==> src/rtl/fetch_ctrl.sv <==
// fetch_ctrl: instruction-fetch sequencer.
// Owns the program counter, addresses a combinational instruction memory and
// issues one instruction per cycle to decode over a valid/ready handshake.
// Handles decode back-pressure, redirects, and halting on an all-zero word.
//
// Ports:
//   CLK, RST          clock, synchronous active-high reset
//   IM_ADDRESS        word address to instruction memory (the PC register)
//   IM_INSTRUCTION    word returned combinationally for IM_ADDRESS
//   IF_VALID/IF_READY issue handshake to decode
//   IF_INSTRUCTION    issued instruction
//   IF_PC             address of the issued instruction
//   REDIRECT          one-cycle pulse: flush and restart at REDIRECT_PC
//   REDIRECT_PC       redirect target
//   RESUME            in HALT: skip the halting word, resume at PC+1
//   HALTED            fetch is halted
//   FETCH_COUNT       completed handshakes, saturating
module fetch_ctrl #(
   parameter int unsigned           PC_WIDTH     = 32,
   parameter logic [PC_WIDTH-1:0]   RESET_PC     = '0,
   parameter bit                    HALT_ON_ZERO = 1'b1
) (
   input  logic                CLK,
   input  logic                RST,
   output logic [PC_WIDTH-1:0] IM_ADDRESS,
   input  logic [31:0]         IM_INSTRUCTION,
   output logic                IF_VALID,
   input  logic                IF_READY,
   output logic [31:0]         IF_INSTRUCTION,
   output logic [PC_WIDTH-1:0] IF_PC,
   input  logic                REDIRECT,
   input  logic [PC_WIDTH-1:0] REDIRECT_PC,
   input  logic                RESUME,
   output logic                HALTED,
   output logic [15:0]         FETCH_COUNT
);

   typedef enum logic [0:0] {StRun, StHalt} state_e;

   state_e              state_q, state_d;
   logic [PC_WIDTH-1:0] pc_q, pc_d;
   logic                valid_q, valid_d;
   logic [31:0]         instr_q, instr_d;
   logic [PC_WIDTH-1:0] if_pc_q, if_pc_d;
   logic [15:0]         count_q, count_d;

   logic fire;
   logic out_free;
   logic halt_word;

   assign fire      = valid_q && IF_READY;
   assign out_free  = !valid_q || IF_READY;
   assign halt_word = HALT_ON_ZERO && (IM_INSTRUCTION == 32'h0);

   // State register
   always_ff @(posedge CLK) begin
      if (RST) begin
         state_q <= StRun;
         pc_q    <= RESET_PC;
         valid_q <= 1'b0;
         instr_q <= 32'h0;
         if_pc_q <= '0;
         count_q <= 16'h0;
      end else begin
         state_q <= state_d;
         pc_q    <= pc_d;
         valid_q <= valid_d;
         instr_q <= instr_d;
         if_pc_q <= if_pc_d;
         count_q <= count_d;
      end
   end

   // Next-state logic
   always_comb begin
      state_d = state_q;
      pc_d    = pc_q;
      valid_d = valid_q;
      instr_d = instr_q;
      if_pc_d = if_pc_q;

      if (REDIRECT) begin
         // Word at the old PC is dropped; a same-cycle fire still counts below.
         pc_d    = REDIRECT_PC;
         valid_d = 1'b0;
         state_d = StRun;
      end else begin
         unique case (state_q)
            StRun: begin
               if (out_free) begin
                  if (halt_word) begin
                     // PC stays on the halting word so RESUME can step past it.
                     state_d = StHalt;
                     valid_d = 1'b0;
                  end else begin
                     instr_d = IM_INSTRUCTION;
                     if_pc_d = pc_q;
                     valid_d = 1'b1;
                     pc_d    = pc_q + PC_WIDTH'(1);
                  end
               end
            end
            StHalt: begin
               if (fire) begin
                  valid_d = 1'b0;
               end
               if (RESUME) begin
                  pc_d    = pc_q + PC_WIDTH'(1);
                  state_d = StRun;
               end
            end
            default: state_d = StRun;
         endcase
      end

      count_d = count_q;
      if (fire && (count_q != 16'hFFFF)) begin
         count_d = count_q + 16'd1;
      end
   end

   // Outputs
   always_comb begin
      IM_ADDRESS     = pc_q;
      IF_VALID       = valid_q;
      IF_INSTRUCTION = instr_q;
      IF_PC          = if_pc_q;
      HALTED         = (state_q == StHalt);
      FETCH_COUNT    = count_q;
   end

endmodule

==> config.mk <==
export PLATFORM = sky130hd
export DESIGN_NAME = fetch_ctrl
export DESIGN_NICKNAME = d
export VERILOG_FILES = /design/src/rtl/fetch_ctrl.sv
export SDC_FILE = /design/constraint.sdc
export NUM_CORES = 1
export LEC_CHECK = 0
export ABC_CLOCK_PERIOD_IN_PS = 4220
export CAP_MARGIN = 10
export CORE_ASPECT_RATIO = 0.75
export CORE_MARGIN = 5
export CORE_UTILIZATION = 50
export CTS_BUF_LIST = sky130_fd_sc_hd__clkbuf_16
export DETAILED_ROUTE_END_ITERATION = 6
export HOLD_SLACK_MARGIN = 0.03
export PLACE_DENSITY = 0.86
export SYNTH_ARGS = -nofsm -noshare
export SYNTH_HDL_FRONTEND = slang
export SYNTH_SLANG_ARGS = --single-unit
==> constraint.sdc <==
create_clock -name CLK -period 4.22 [get_ports CLK]
set_input_delay 0.844 -clock CLK [delete_from_list [all_inputs] [get_ports CLK]]
set_output_delay 0.844 -clock CLK [all_outputs]
set_load 0.02 [all_outputs]
==> results of run 1 <==
area by class of cell:
cell class / instances / area (um2)
multi-input combinational: 461 / 3060
fill: 798 / 2880
sequential: 114 / 2280
timing repair buffer: 189 / 1880
clock buffer: 17 / 425
clock inverter: 15 / 175
tap: 140 / 175
inverter: 7 / 26.3
critical path: cells and delay by family:
kind                   cells  cell delay (ps)
and+or+nand+nor            3              860
muxes                      1              260
buffers and inverters      2              860
AOI/OAI and AO/OA          1              360
flip-flops by register name, summed over array words and instances, names as in the netlist:
signal / flops
FETCH_COUNT: 16
IF_PC: 32
IM_ADDRESS: 32
HALTED: 1
IF_VALID: 1
IF_INSTRUCTION: 32
synthesized netlist by cell type, types with 5 or more instances:
cell type  number  area (um2)
a21oi_1        32         160
a22oi_1        15         113
a31oi_1        11        68.8
buf_2           8        40.0
buf_4           7        52.6
clkbuf_1       25        93.8
dfxtp_1       114        2280
inv_1           7        26.3
mux2i_1        64         641
nand2_1        34         128
nand2b_1       24         150
nand3_1        22         110
nand4_1        18         113
nor2_1        104         390
nor3_1         15        75.1
nor4_1         21         131
nor4_2          5        62.6
o31a_1          6        52.6
o32ai_1        18         158
o32ai_2         5        81.3
xnor2_1        14         123
per-stage QoR:
stage               hold WS, ps  utilization (%)
finish                      489             73.6
global placement            477             68.1
global route                521             73.6
floorplan                   579                -
CTS                         496             73.6
detailed placement          484             68.1
layout by cell type (no fill, tap or decap), drive strengths merged, types with 2 or more instances in the layout:
cell type      Yosys  final
clkdlybuf4s50      0    180
and4               3      3
a22oi             15     15
a31oi             11     11
and2               3      3
o22ai              2      2
a21oi             32     32
buf               18      9
ha                 2      2
clkinv             0      7
a22o               3      3
nor4              28     28
xnor2             14     14
o32ai             23     23
a221o              2      2
nor3b              2      2
nand4             21     21
mux2i             64     64
inv                7     10
nor2             104    104
clkbuf            27     17
dfxtp            114    114
nor2b              3      3
a211oi             2      2
and3               2      2
o31a               6      6
nand2b            24     24
bufinv             0      4
nor3              16     16
o21ai              5      5
nor4b              3      3
nand3             24     24
nand2             34     34
metal layers:
layer	global-route usage, %	vias up	part of all wire [%]
met2	43.6	282	48
met3	6.95	53	8.1
li1	-	2638	-
met1	32.4	2661	41
met4	11.3	0	3.6
met5	0	-	0
path summary, 6_finish.rpt:
kind                           from        endpoint  slack [ps]
hold reg to reg            IF_PC[7]        IF_PC[7]         490
setup reg to reg      IM_ADDRESS[0]  IM_ADDRESS[22]        1840
hold / removal             IF_PC[7]        IF_PC[7]         490
setup / recovery  IM_INSTRUCTION[8]       IF_PC[25]        1250
logic make-up after synthesis:
logic type | after synthesis
and+or+nand+nor | 271
DFF | 114
AOI/OAI and AO/OA | 109
muxes | 65
buffers and inverters | 52
xor gates and xnor gates | 14
adders and majority gates | 2
where the power goes:
group / internal [mW] / leakage [nW] / switching [mW] / total [mW]
combinational: 0.217 / 1.77 / 0.221 / 0.438
sequential: 1.13 / 0.933 / 0.0598 / 1.19
clock: 0.971 / 0.305 / 0.506 / 1.48
==> flow_summary.json, run 1 <==
{
  "fin_cells": 943,
  "drt-initial-drc-count": 625,
  "clk_path_buf_depth": 2,
  "slowest_delay_ps": 480,
  "wirelength_um": 17900,
  "place.gp.congestion": 0.815,
  "yosys_warnings": 0,
  "place_inst": 911,
  "clkSinkCount": 114,
  "slew_headroom_pct": 24.5,
  "drc": 1,
  "synth_mux_area_share_pct": 11.7,
  "crit_slowest_cell": "nor4_1",
  "power_density_mw_per_mm2": 387,
  "ys_seq_area_share_pct": 41.0,
  "power_mw": 3.10,
  "status": "finished, violations left",
  "setup_ws_ps": 1250,
  "post_cts_buffers": 0,
  "hpwl_um": 12000,
  "cts_tree": "yes",
  "ir_worst_vdd_mv": 0.291,
  "routedWlPerCell_um": 19.0,
  "rsz0062_at_grt": "no",
  "synth_top_family_by_area": "simple AND/OR/NAND/NOR gates",
  "port-buffer-count": 182,
  "yosys.area_share.xor_xnor_pct": 2.20,
  "synth-simple-area-share_pct": 26.0,
  "leakage_nw": 3.00,
  "clk_pin_slew_ps": 50,
  "start_util_pct": 51.1,
  "dieArea_mm2": 0.0134,
  "syn_area_mm2": 0.00557,
  "critPathRequiredTime_ps": 4470,
  "fp.dieH_um": 101,
  "end_kind": "flip-flop",
  "skew_ps": 6.95,
  "antenna_found_initial": 0,
  "cp_max_fo": 64,
  "min_path_cells": 2,
  "htree_levels": 4,
  "r2r_cells": 6,
  "cts_hold_buf": 0,
  "numCtsBuffers": 17,
  "fin_crit_sh_pct": 70.3,
  "grt_start_max_net_pins": 117,
  "die_x_um": 132,
  "hold_class": "flip-flop to flip-flop",
  "setup_tns_ps": 0,
  "slew_viol_final": 0,
  "arrival_ps": 3220,
  "clock_latency_ps": 410,
  "ys_seq_elements": 114,
  "vias": 5634,
  "synth_cells": 627,
  "ios": 183,
  "ys_async_sr_fraction_pct": 0,
  "hold_viol_final": 0,
  "antenna_cells": 0,
  "cts_root_buf": "clkbuf_16",
  "preCtsSetupSlack_ps": 887,
  "tightest_slew_ps": 1130,
  "cts_resized": 0,
  "failed_checks": "DRC",
  "area_delta_synth_final_pct": 44.0,
  "worstPathCellList": "clkdlybuf4s50_1 > nor4_1 > nand4_1 > o211ai_1 > buf_12 > mux2i_1 > nor2_1",
  "syn_nets": 698,
  "fp-row-count": 33,
  "overflow": 0,
  "synth-compound-area-share_pct": 14.4,
  "ys.flop_type": "dfxtp_1",
  "ant_nets": 0,
  "grt_pass1_wl_um": 28400,
  "setup_violations": 0,
  "dpl_cell_area_mm2": 0.00742,
  "synth-adder-area-share_pct": 0.449,
  "period_needed_ps": 2970,
  "synth-edff-count": 0,
  "grt_pass1_vias": 5571,
  "ys_types": 56,
  "max_freq_mhz": 337,
  "grtUsageTotal_pct": 26.2,
  "nNetsFinal": 861,
  "viasPerCell": 5.97,
  "core_mm2": 0.0109,
  "final_area_mm2": 0.00802,
  "drive_gt1_share_pct": 7.22,
  "start_kind": "input port",
  "maxCapViolCount": 0,
  "postSynthAreaPerCell_um2": 8.88,
  "crit_type": "input port to flip-flop",
  "drt-pass1-iter-count": 7
}
(Power assumes the default switching activity.)
==> run 2: changes to the inputs <==
==> config.mk (replaced) <==
export PLATFORM = sky130hd
export DESIGN_NAME = fetch_ctrl
export DESIGN_NICKNAME = d
export VERILOG_FILES = /design/src/rtl/fetch_ctrl.sv
export SDC_FILE = /design/constraint.sdc
export NUM_CORES = 1
export LEC_CHECK = 0
export ABC_CLOCK_PERIOD_IN_PS = 2800
export CAP_MARGIN = 10
export CORE_ASPECT_RATIO = 0.75
export CORE_MARGIN = 5
export CORE_UTILIZATION = 46
export CTS_BUF_LIST = sky130_fd_sc_hd__clkbuf_16
export DETAILED_ROUTE_END_ITERATION = 6
export HOLD_SLACK_MARGIN = 0.03
export PLACE_DENSITY = 0.8
export SYNTH_ARGS = -nofsm -noshare
export SYNTH_HDL_FRONTEND = slang
export SYNTH_SLANG_ARGS = --single-unit
==> constraint.sdc (replaced) <==
create_clock -name CLK -period 2.8 [get_ports CLK]
set_input_delay 0.56 -clock CLK [delete_from_list [all_inputs] [get_ports CLK]]
set_output_delay 0.56 -clock CLK [all_outputs]
set_load 0.02 [all_outputs]
==> run 2 against run 1 <==
The run now ends clean; non-clock buffer count increased by 13; sequential share of layout area decreased by 0.69 points; combinational power increased by 60%; clock skew increased by 2.0 ps; clock power increased by 43%; power increased by 48%; via count decreased by 0.18%; flip-flop and latch count unchanged; die area increased by 7.9%; worst setup slack got worse by 840 ps; critical path depth increased by 1.
==> flow_summary.json, run 2 (synthesis results as in run 1) <==
{
  "fin_crit_sh_pct": 85.2,
  "numCtsBuffers": 17,
  "core_mm2": 0.0117,
  "grt_pass1_vias": 5573,
  "drc": 0,
  "drive_gt1_share_pct": 9.09,
  "drt-pass1-iter-count": 6,
  "cts_tree": "yes",
  "cts_hold_buf": 0,
  "period_needed_ps": 2380,
  "cp_max_fo": 12,
  "maxCapViolCount": 0,
  "clock_latency_ps": 410,
  "wirelength_um": 18100,
  "worstPathCellList": "clkdlybuf4s50_1 > nor4_1 > nand4_1 > o211ai_1 > buf_4 > buf_12 > mux2i_1 > nor2_1",
  "fp-row-count": 34,
  "area_delta_synth_final_pct": 47.6,
  "slowest_delay_ps": 430,
  "power_density_mw_per_mm2": 560,
  "crit_type": "input port to flip-flop",
  "rr_startpoint": "IM_ADDRESS[1]",
  "reg2reg_to": "IM_ADDRESS[28]",
  "end_kind": "flip-flop",
  "preCtsSetupSlack_ps": 48.8,
  "grtUsageTotal_pct": 24.7,
  "dpl_cell_area_mm2": 0.00765,
  "crit_end": "IF_PC[31]",
  "final_area_mm2": 0.00822,
  "drt-initial-drc-count": 482,
  "fillers": 897,
  "cts_resized": 0,
  "setup_violations": 0,
  "clk_pin_slew_ps": 50,
  "start_kind": "input port",
  "slew_viol_final": 0,
  "antenna_found_initial": 0,
  "slew_headroom_pct": 45.9,
  "htree_levels": 4,
  "tightest_slew_ps": 806,
  "nNetsFinal": 874,
  "viasPerCell": 5.76,
  "hold_class": "flip-flop to flip-flop",
  "final_common_cell": "clkdlybuf4s50_1",
  "max_freq_mhz": 419,
  "ir_worst_vdd_mv": 0.510,
  "clkSinkCount": 114,
  "dieArea_mm2": 0.0144,
  "fin_hold_ws_ps": 492,
  "rsz0062_at_grt": "no",
  "post_cts_buffers": 0,
  "arrival_ps": 2670,
  "leakage_nw": 3.08,
  "power_mw": 4.60,
  "start_util_pct": 47.4,
  "antenna_cells": 0,
  "r2r_slack_ps": 550,
  "cts_root_buf": "clkbuf_16",
  "startpoint": "IM_INSTRUCTION[8]",
  "critPathRequiredTime_ps": 3090,
  "die_x_um": 137,
  "ant_nets": 0,
  "fp.dieH_um": 105,
  "setup_tns_ps": 0,
  "grt_start_max_net_pins": 57,
  "hpwl_um": 13000,
  "fin_cells": 976,
  "clk_path_buf_depth": 2,
  "vias": 5624,
  "hold_viol_final": 0,
  "overflow": 0,
  "place_inst": 946,
  "setup_ws_ps": 415,
  "utilization_pct": 70.0,
  "place.gp.congestion": 0.883,
  "port-buffer-count": 182,
  "r2r_cells": 6,
  "grt_pass1_wl_um": 28800,
  "skew_ps": 8.91,
  "ios": 183,
  "crit_slowest_cell": "clkdlybuf4s50_1",
  "status": "finished clean",
  "layout_common_cells": "clkdlybuf4s50_1 (180), dfxtp_1 (114), nor2_1 (103)",
  "routedWlPerCell_um": 18.6
}
## run 2: cell types whose count changed in the layout (fill, tap and decap cells not counted), moves of 2 or more
cell and delta:
buf_4 +5, clkinv_1 -2, clkinvlp_4 +2, inv_1 -2, buf_12 +8, clkinv_2 +2
## run 2: metal layers
layer	vias to the layer above	GRT usage, %	routed length (um)
met4	0	8.19	368
met1	2661	32.7	7780
met2	269	39.6	8650
met3	36	6.24	1330
li1	2658	-	-
met5	-	0	0
## run 2: worst max-delay path, delay by kind of cell
kind | cells | cell delay, ps
AOI/OAI and AO/OA | 1 | 280
buffers and inverters | 3 | 850
muxes | 1 | 230
and+or+nand+nor | 3 | 750
## run 2: layout make-up
type	count	area [um2]	area share, %
multi-input combinational	461	3060	37.2
sequential	114	2280	27.8
timing repair buffer	202	2080	25.3
clock buffer	17	425	5.18
tap	162	203	2.47
clock inverter	13	146	1.78
inverter	7	26.3	0.320
## run 2: power by group
part | internal [mW] | switching, mW
Sequential | 1.70 | 0.0898
Combinational | 0.355 | 0.346
Clock | 1.37 | 0.738
Total | 3.43 | 1.17
## run 2: worst min path at each step
stage	depth (start not counted)	slack (ps)	endpoint	start
final	2	490	IF_PC[12]	IF_PC[12]
after detailed placement	2	480	IF_PC[12]	IF_PC[12]
after floorplan	2	580	IM_ADDRESS[29]	IM_ADDRESS[29]
after CTS	2	500	IF_PC[12]	IF_PC[12]
after global placement	2	470	IF_PC[2]	IF_PC[2]
after global routing	2	530	IF_INSTRUCTION[14]	IF_INSTRUCTION[14]
==> run 3: changes to the inputs <==
--- a/config.mk
+++ b/config.mk
@@ -5,15 +5,16 @@
 export SDC_FILE = /design/constraint.sdc
 export NUM_CORES = 1
 export LEC_CHECK = 0
+export ABC_AREA = 1
 export ABC_CLOCK_PERIOD_IN_PS = 2800
 export CAP_MARGIN = 10
 export CORE_ASPECT_RATIO = 0.75
 export CORE_MARGIN = 5
-export CORE_UTILIZATION = 46
+export CORE_UTILIZATION = 47
 export CTS_BUF_LIST = sky130_fd_sc_hd__clkbuf_16
 export DETAILED_ROUTE_END_ITERATION = 6
 export HOLD_SLACK_MARGIN = 0.03
-export PLACE_DENSITY = 0.8
+export PLACE_DENSITY = 0.81
 export SYNTH_ARGS = -nofsm -noshare
 export SYNTH_HDL_FRONTEND = slang
 export SYNTH_SLANG_ARGS = --single-unit
==> run 3 against run 2 <==
Worst setup slack improved by 220 ps; final area up 0.38%; highest routed layer unchanged; power is 4.8% higher; non-clock buffer count is 10 lower; largest power group unchanged.
==> flow_summary.json, run 3 <==
{
  "status": "finished clean",
  "overflow": 0,
  "area_delta_synth_final_pct": 43.6,
  "place.gp.congestion": 0.914,
  "final_common_cell": "nor2_1",
  "synth_most_common_cell": "nor2_1",
  "skew_ps": 8.70,
  "r2r_cells": 10,
  "numCtsBuffers": 17,
  "min_from": "IF_INSTRUCTION[27]",
  "drt-pass1-iter-count": 5,
  "ys.flop_type": "dfxtp_1",
  "ys_types": 33,
  "viasPerCell": 5.04,
  "clock_latency_ps": 410,
  "cts_hold_buf": 0,
  "preCtsSetupSlack_ps": 240,
  "die_x_um": 138,
  "seq_power_share_pct": 37.8,
  "cts_resized": 0,
  "drt-initial-drc-count": 497,
  "cts_root_buf": "clkbuf_16",
  "pwr-share-comb_pct": 16.0,
  "vias": 6138,
  "cts_tree": "yes",
  "routedWlPerCell_um": 14.4,
  "nNetsFinal": 1110,
  "power_mw": 4.82,
  "critPathRequiredTime_ps": 2240,
  "maxCapViolCount": 0,
  "clkSinkCount": 114,
  "synth_cells": 868,
  "crit_family": "buffers and inverters",
  "port-buffer-count": 182,
  "fp-row-count": 35,
  "leakage_nw": 3.25,
  "postSynthAreaPerCell_um2": 6.62,
  "core_mm2": 0.0121,
  "min_path_cells": 2,
  "crit_slowest_cell": "clkdlybuf4s50_1",
  "fp.dieH_um": 106,
  "ys_top_cells_by_count": "nor2_1 (231), nand2_1 (191), dfxtp_1 (114)",
  "tightest_slew_ps": 483,
  "synth-edff-count": 0,
  "antenna_found_initial": 0,
  "ys_async_sr_fraction_pct": 0,
  "fin_crit_sh_pct": 77.3,
  "hpwl_um": 12300,
  "r2r_slack_ps": 900,
  "arrival_ps": 1610,
  "netlist.area_leader.share_pct": 39.7,
  "drive_gt1_share_pct": 8.75,
  "p_sw_mw": 1.32,
  "ant_nets": 0,
  "htree_levels": 4,
  "ir_worst_vdd_mv": 0.410,
  "hold_viol_final": 0,
  "grt_start_max_net_pins": 44,
  "synth_top_cell_by_area": "dfxtp_1",
  "post_cts_buffers": 0,
  "max_freq_mhz": 462,
  "dieArea_mm2": 0.0146,
  "reg2reg_to": "FETCH_COUNT[1]",
  "intPower_mw": 3.50,
  "worstPathCellList": "clkdlybuf4s50_1",
  "syn_area_mm2": 0.00574,
  "slew_headroom_pct": 67.8,
  "setup_tns_ps": 0,
  "grtUsageTotal_pct": 23.8,
  "setup_violations": 0,
  "ys_seq_area_share_pct": 39.7,
  "ys_seq_elements": 114,
  "ios": 183,
  "pwr-share-clk_pct": 46.2,
  "layout_common_cells": "nor2_1 (231), nand2_1 (191), clkdlybuf4s50_1 (182)",
  "wirelength_um": 17500,
  "hold_class": "flip-flop to flip-flop",
  "cp_max_fo": 9,
  "setup_ws_ps": 635,
  "crit_buf_inv": 1,
  "slowest_delay_ps": 700,
  "syn_nets": 939,
  "p_sw_share_pct": 27.3,
  "yosys-top-cells-area": "dfxtp_1 (40%), nor2_1 (15%), nand2_1 (12%)",
  "rr_startpoint": "FETCH_COUNT[1]",
  "start_util_pct": 47.4,
  "hold_path_end": "IF_INSTRUCTION[27]",
  "period_needed_ps": 2170,
  "drc": 0,
  "slew_viol_final": 0,
  "antenna_cells": 0,
  "fillers": 1073,
  "clk_path_buf_depth": 2,
  "power_density_mw_per_mm2": 584,
  "rsz0062_at_grt": "no",
  "grt_pass1_wl_um": 27800,
  "yosys_warnings": 0,
  "start_kind": "flip-flop",
  "end_kind": "output port",
  "clk_pin_slew_ps": 50,
  "grt_pass1_vias": 5616,
  "crit_type": "flip-flop to output port"
}
==> run 3: cell families (layout without fill, tap and decap cells) <==
group / count (synthesis) / in the layout / synth area share [%]
and+or+nand+nor: 525 / 525 / 38.7
AOI/OAI and AO/OA: 131 / 131 / 12.1
DFF: 114 / 114 / 39.7
buffers and inverters: 84 / 268 / 7.14
xor gates and xnor gates: 12 / 12 / 1.83
adders and majority gates: 2 / 2 / 0.436
==> run 3: stage by stage <==
stage               instances  util (%)  instance area (um2)  hold WS [ps]
floorplan                 868         -                 5740           547
global placement         1186      63.0                 7640           461
detailed placement       1186      63.0                 7640           471
CTS                      1218      68.0                 8250           483
global route             1218      68.0                 8250           512
finish                   1218      68.0                 8250           479
==> run 3: worst max path at each step <==
stage / startpoint / end / cells past startpoint
global route: IM_INSTRUCTION[0] / IF_INSTRUCTION[27] / 11
global placement: IM_INSTRUCTION[0] / IF_INSTRUCTION[22] / 12
finish: IM_ADDRESS[27] / IM_ADDRESS[27] / 1
floorplan: FETCH_COUNT[0] / FETCH_COUNT[0] / 10
CTS: IM_ADDRESS[27] / IM_ADDRESS[27] / 1
detailed placement: IM_INSTRUCTION[0] / IF_INSTRUCTION[28] / 12
==> run 3: per-layer routing <==
layer | GRT usage (%) | share of wire [%] | vias up
li1 | - | - | 3110
met1 | 32.7 | 45 | 2780
met4 | 6.20 | 1.3 | 0
met5 | 0 | 0 | -
met3 | 7.20 | 8.9 | 25
met2 | 36.1 | 45 | 223
==> run 3: power by group through the flow <==
stage,Clock (mW),Sequential [mW],Combinational (mW)
after floorplan,0,1.96,0.286
after global placement,0,1.85,0.758
after detailed placement,0,1.86,0.769
after CTS,2.25,1.82,0.774
after global routing,2.32,1.84,0.835
final,2.23,1.82,0.771
==> run 3: cell type report <==
type                            count  area [um2]  area share [%]
Multi-Input combinational cell    670        3050            37.0
Sequential cell                   114        2280            27.7
Timing Repair Buffer              192        1930            23.4
Clock buffer                       17         425            5.16
Tap cell                          166         208            2.52
Clock inverter                     15         183            2.21
Inverter                           44         165            2.00
==> run 3: worst register-to-register path, stage by stage, from the launching register on <==
cell and delay (ps):
dfxtp_1 410, ha_1 210, nand2_1 70, inv_2 70
nand2_1 70, nor2_1 200, nand3_1 120, nand2_2 290
inv_1 170, nand2_1 100, a21oi_1 70
